===== src/rtl/arith_engine_seq.sv =====
// Registered add/sub/accumulate/clear engine with valid/ready handshakes on both sides
// and a selectable overflow policy (force zero, wrap, saturate).
module arith_engine_seq #(
  parameter int WIDTH    = 4,
  parameter int OVF_MODE = 0
) (
  input  logic             Clk,
  input  logic             Rst,
  input  logic             InValid,
  output logic             InReady,
  input  logic [WIDTH-1:0] OpA,
  input  logic [WIDTH-1:0] OpB,
  input  logic [1:0]       Op,
  output logic             OutValid,
  input  logic             OutReady,
  output logic [WIDTH-1:0] Result,
  output logic             Ovf,
  output logic             OvfSticky,
  output logic [WIDTH-1:0] AccValue
);

  typedef enum logic [1:0] {
    ST_IDLE = 2'd0,
    ST_CALC = 2'd1,
    ST_HOLD = 2'd2
  } state_t;

  localparam logic [1:0] OP_ADD = 2'b00;
  localparam logic [1:0] OP_SUB = 2'b01;
  localparam logic [1:0] OP_ACC = 2'b10;

  // Unsupported policy codes fall back to force-zero
  localparam int MODE = ((OVF_MODE == 1) || (OVF_MODE == 2)) ? OVF_MODE : 0;

  state_t           state_r, state_s;
  logic             accept_s;
  logic [WIDTH-1:0] a_r, b_r, acc_r, result_r;
  logic [1:0]       op_r;
  logic             ovf_r, sticky_r, in_ready_r, out_valid_r;
  logic [WIDTH:0]   wide_s;
  logic             raw_ovf_s, is_sub_s, clr_s;
  logic [WIDTH-1:0] res_s;

  function automatic logic [WIDTH-1:0] apply_policy(input logic [WIDTH-1:0] low,
                                                    input logic ovf,
                                                    input logic is_sub);
    logic [WIDTH-1:0] r;
    if (!ovf) begin
      r = low;
    end else begin
      case (MODE)
        1:       r = low;
        2:       r = is_sub ? {WIDTH{1'b0}} : {WIDTH{1'b1}};
        default: r = {WIDTH{1'b0}};
      endcase
    end
    return r;
  endfunction

  // Next-state and request acceptance
  always_comb begin
    state_s  = state_r;
    accept_s = 1'b0;
    case (state_r)
      ST_IDLE: begin
        if (InValid && in_ready_r) begin
          accept_s = 1'b1;
          state_s  = ST_CALC;
        end else begin
          state_s  = ST_IDLE;
        end
      end
      ST_CALC: state_s = ST_HOLD;
      ST_HOLD: begin
        if (OutReady) begin
          state_s = ST_IDLE;
        end else begin
          state_s = ST_HOLD;
        end
      end
      default: state_s = ST_IDLE;
    endcase
  end

  // Arithmetic on the latched request; WIDTH+1 bits expose carry/borrow
  always_comb begin
    wide_s    = {(WIDTH+1){1'b0}};
    raw_ovf_s = 1'b0;
    is_sub_s  = 1'b0;
    clr_s     = 1'b0;
    case (op_r)
      OP_ADD: begin
        wide_s    = {1'b0, a_r} + {1'b0, b_r};
        raw_ovf_s = wide_s[WIDTH];
      end
      OP_SUB: begin
        wide_s    = {1'b0, a_r} - {1'b0, b_r};
        raw_ovf_s = (b_r > a_r);
        is_sub_s  = 1'b1;
      end
      OP_ACC: begin
        wide_s    = {1'b0, acc_r} + {1'b0, a_r};
        raw_ovf_s = wide_s[WIDTH];
      end
      default: clr_s = 1'b1;
    endcase
    res_s = apply_policy(wide_s[WIDTH-1:0], raw_ovf_s, is_sub_s);
  end

  // State, handshake flags, operand latch and result registers
  always_ff @(posedge Clk) begin
    if (!Rst) begin
      state_r     <= ST_IDLE;
      in_ready_r  <= 1'b0;
      out_valid_r <= 1'b0;
      a_r         <= {WIDTH{1'b0}};
      b_r         <= {WIDTH{1'b0}};
      op_r        <= 2'b00;
      result_r    <= {WIDTH{1'b0}};
      ovf_r       <= 1'b0;
      sticky_r    <= 1'b0;
      acc_r       <= {WIDTH{1'b0}};
    end else begin
      state_r     <= state_s;
      in_ready_r  <= (state_s == ST_IDLE);
      out_valid_r <= (state_s == ST_HOLD);
      if (accept_s) begin
        a_r  <= OpA;
        b_r  <= OpB;
        op_r <= Op;
      end
      if (state_r == ST_CALC) begin
        result_r <= res_s;
        ovf_r    <= raw_ovf_s;
        if (clr_s) begin
          acc_r    <= {WIDTH{1'b0}};
          sticky_r <= 1'b0;
        end else begin
          if (op_r == OP_ACC) begin
            acc_r <= res_s;
          end
          if (raw_ovf_s) begin
            sticky_r <= 1'b1;
          end
        end
      end
    end
  end

  assign InReady   = in_ready_r;
  assign OutValid  = out_valid_r;
  assign Result    = result_r;
  assign Ovf       = ovf_r;
  assign OvfSticky = sticky_r;
  assign AccValue  = acc_r;

endmodule

===== config.mk =====
export PLATFORM = sky130hd
export DESIGN_NAME = arith_engine_seq
export DESIGN_NICKNAME = d
export VERILOG_FILES = /design/src/rtl/arith_engine_seq.sv
export SDC_FILE = /design/constraint.sdc
export NUM_CORES = 1
export LEC_CHECK = 0
export ABC_AREA = 1
export CAP_MARGIN = 30
export CORE_UTILIZATION = 46
export DETAILED_ROUTE_END_ITERATION = 7
export PLACE_DENSITY = 0.71
export SLEW_MARGIN = 40
export SYNTH_ARGS = -nofsm -noshare
export SYNTH_HDL_FRONTEND = slang
export SYNTH_SLANG_ARGS = --single-unit

===== constraint.sdc =====
create_clock -name Clk -period 1.61 [get_ports Clk]
set_clock_uncertainty 0.2 [all_clocks]
set_input_delay 0.4025 -clock Clk [delete_from_list [all_inputs] [get_ports Clk]]
set_output_delay 0.4025 -clock Clk [all_outputs]
set_load 0.005 [all_outputs]

# Word-level counts from Yosys, hierarchy flattened
# Cells that the tools add are included.
# totals
inputBits	14
register_bits	24
wordCells	40
# op_classes
n_mux	12
order_cmp	1
n_reduce_logical	7
n_eq_ne	7
n_addsub	3
# ops
cell	n
2-to-1 mux 4 bit	3
case mux 4 bit (3 select lines)	1
adder 4 x 4 -> 5 bit	2
== test 2 bit (second input constant)	3
logical NOT 2 bit	3
case mux 2 bit (3 select lines)	1
2-to-1 mux 1 bit	5
== test 2 x 1 -> 1 bit (second input constant)	2
greater-than comparator 4 bit	1
!= test 2 x 1 -> 1 bit (second input constant)	2
AND reduction 2 bit	2
subtractor 4 bit	1
case mux 1 bit (3 select lines)	1
OR reduction 3 bit	1
2-to-1 mux 2 bit	1
logical AND 1 bit	1

# Longest topological paths before layout
# depth
depth_word	5
ltp_mapped	12
ltp_nobuf	11

# Worst setup path after synthesis
# OpenSTA, ideal clock, no wires.
# synth_timing
kind	reg-to-reg
startpoint	register acc_r[0], in the netlist AccValue[0]
endpoint	register result_r[0], in the netlist Result[0]
arrival_ns	1.477
path_buffers	0
required_ns	1.344
slack_ns	-0.133
path_stages_with_launch	10
setup_time_ns	0.066
cell_sequence	dfxtp_1 ha_1 fa_1 nand3_1 nand2_1 nand2_1 nand3_2 nor2_2 nand2_1 a21oi_2
# synth_via
elab_chain_cells	3
word_cells_on_any_way	4
classes_between	add/sub (1); mux (3)
# synth_rtl
element	line	rtl
start, declared	37	logic [WIDTH-1:0] a_r, b_r, acc_r, result_r;
start signal, assigned	122	acc_r <= {WIDTH{1'b0}};
start signal, assigned	136	acc_r <= {WIDTH{1'b0}};
start signal, assigned	140	acc_r <= res_s;
adder 4 x 4 -> 5 bit (*)	102	wide_s = {1'b0, acc_r} + {1'b0, a_r};
case mux 4 bit (3 select lines) or case mux 1 bit (3 select lines) (tied branches)	91	case (op_r)
2-to-1 mux 4 bit (*)	48	if (!ovf) begin
end signal, assigned	119	result_r <= {WIDTH{1'b0}};
end signal, assigned	133	result_r <= res_s;
end, declared	37	
# Mark *: on every way between the ends. The rest lies on a longest branch, timed or not.
# A chain may end at the register's enable or synchronous reset.

# Final worst setup path
# layout_timing
startpoint	register a_r[0]
endpoint	register result_r[2], in the netlist Result[2]
# layout_via
elab_chain_cells	3
word_cells_on_any_way	7
classes_between	add/sub (3); order compare (1); mux (3)
# layout_rtl
element	line	rtl
start, declared	37	
start signal, assigned	116	a_r <= {WIDTH{1'b0}};
start signal, assigned	128	a_r <= OpA;
adder 4 x 4 -> 5 bit, or another cell as far along	102	
case mux 4 bit (3 select lines) or case mux 1 bit (3 select lines) (tied branches)	91	
2-to-1 mux 4 bit (*)	48	
# Marked as above.

==> metrics.txt <==
final hold vios 0; count of cell types in the netlist 23; Hold Path Class register to register; Post-Place Setup Slack -0.2370 ns; Pre-antenna DRT Iters 5; Cell Pwr Density slightly below 700 nW/µm²; ANT cells 0; crit path DAT approximately 1.9 ns; via count 1320; leakage around 0.94 nW; Pins Over Slew Limit 0; antenna viol nets, final 0; die area roughly 3200 µm²; Routed WL 3.377 mm; most frequent cells in the layout nand2_1, buf_4, nand3_1, clkdlybuf4s50_1, dfxtp_2; DIE WIDTH roughly 56 µm; CTS tree done; initial antenna violation count 0; register bit total from synthesis 24; # H-tree levels 1; Final Worst Setup Slack -0.2308 ns; io pins 26; RSZ-0062 raised after global routing yes; final setup fails 11; vias in the first global route 1335; largest net degree at the start of global routing 15; setup TNS -2.138 ns; CTS clk-pin slew, worst paths about 0.13 ns; Required @ worst endpoint 1.66 ns; headroom to the max-slew limit approximately 81%; Final #Nets between 200 and 300; total CTS buffers 3; Placer Congestion a little over 0.8; Startpoint Class register; DR vias/cell 5.217; Crit Path Max Fanout 4; share of cells above drive strength 1 between 40% and 50%; gate count after technology mapping roughly 170; Die Ht ~56 µm; GRT Overall Usage between 20% and 30%; grt total ovfl 0; area added between synthesis and finish 47.73%; Post-Syn Area about 1400 µm²; core area 2758 µm²; Tightest Pin Transition between 0.2 and 0.3 ns; Max IR drop VDD ~0.87 mV; post-layout min period around 1.8 ns; CTS sink count 24; failing checks negative setup slack; DRT iter0 DRCs 54; Yosys warning count 0; # rows 19; first-pass GRT wire length 5.678 mm; # DRC 0; Max clock buf depth 2; sequential share of the synthesized area about 36%; port bufs 25; Hold-fix buffers, CTS 0; Clock Tree Root clkbuf_4; status complete, but fails checks; Post-Syn Nets around 200; kind of critical path register to register; f_max between 500 and 600 MHz; clock latency reported for the late side of the worst-skew pair 0.32 ns; DPL Wire Length between 2 and 3 mm; mean post-synth cell area between 7 and 8 µm²; commonest non-fill, non-tap cell in the layout nand2_1; routed len/inst 13.35 µm; Max-Cap Viols 0; crit end category register; starting density of the core between 40% and 50%; fin crit share 114.3%
==> synth_stat cells <==
master     n  area (µm²)
a21oi_1   15       75.07
a21oi_2    3       26.28
buf_4      2       15.01
clkbuf_1   1       3.750
dfxtp_1   24       480.5
fa_1       3       60.06
ha_1      12       150.1
inv_1     10       37.54
inv_2      8       30.03
nand2_1   40       150.1
nand2_2    4       25.02
nand3_1   19       95.09
nand3_2    2       20.02
nand3b_1   1       7.510
nor2_1     3       11.26
nor2_2     3       18.77
nor2_4     3       33.78
nor3_1     2       10.01
nor3_2     1       10.01
o21ai_0    9       45.04
o21ai_1    6       30.03
or2_0      1       6.260
xnor2_1    1       8.760
==> metal layers <==
metal	vias up	share of wire [%]	global-route usage [%]
li1	673	-	-
met1	611	45	27.95
met2	29	51	40.14
met3	7	2.8	4.186
met4	0	1.0	5.226
met5	-	0	0
==> critical path: stages (launching register included) <==
cell and delay, ns:
dfxtp_4 0.40, ha_4 0.16, fa_2 0.34, nand3_1 0.09, nand2_1 0.08, nand2_2 0.08, nand3_4 0.12, inv_4 0.09
nand2_2 0.08, a21oi_2 0.14
==> final timing paths <==
path | startpoint | to | slack (ns) | cells after the start
worst min-delay path | Result[0] | Result[0] | 0.29 | 2
worst max-delay path | a_r[0] | Result[2] | -0.23 | 9
worst min register to register | Result[0] | Result[0] | 0.29 | 2
worst max register to register | a_r[0] | Result[2] | -0.23 | 9
==> power by group <==
| part | total, mW | switching, mW | internal (mW) |
|---|---|---|---|
| logic | 0.289 | 0.148 | 0.141 |
| registers | 0.646 | 0.0282 | 0.617 |
| clock network | 0.435 | 0.183 | 0.252 |
==> kinds of logic (layout without fill, tap and decap cells) <==
kind of cell	count (synthesis)	count (layout)	synth area share (%)
adder cells (fa/ha/maj)	15	15	15.57
AND/OR/NAND/NOR	79	79	28.73
buffers and inverters	21	70	6.395
flip-flops	24	24	35.59
XOR/XNOR	1	1	0.6489
AO/OA/AOI/OAI	33	33	13.07
==> layout make-up <==
cell class	instances	area, µm²
multi-input combinational	128	913.4
fill	220	763.2
sequential	24	506.7
timing repair buffer	48	410.4
inverter	18	72.57
tap	31	38.79
clock inverter	1	30.03
clock buffer	3	22.52
==> flip-flops by register name (all words and copies together) (netlist names) <==
name	flops
state_r	2
b_r	4
op_r	2
AccValue	4
Result	4
OutValid	1
a_r	4
Ovf	1
OvfSticky	1
InReady	1
==> repair_timing <==
action,in CTS,in global routing
resized for setup,28,22
setup buffers,1,0
pin swaps,0,3
hold endpoints to repair,0,0
endpoints found under the setup margin,22,13
==> stage by stage <==
stage / area (µm²) / util [%] / hold WS [ns] / instances / power (mW)
after floorplan: 1384 / - / 0.2613 / 173 / 0.8002
after global placement: 1819 / 65.97 / 0.2634 / 248 / 0.9136
after detailed placement: 1819 / 65.97 / 0.2761 / 248 / 0.9211
after CTS: 1912 / 69.33 / 0.2867 / 253 / 1.351
after global routing: 1994 / 72.32 / 0.3109 / 253 / 1.442
final: 1994 / 72.32 / 0.2881 / 253 / 1.369
Power figures use the tool's default switching activity.
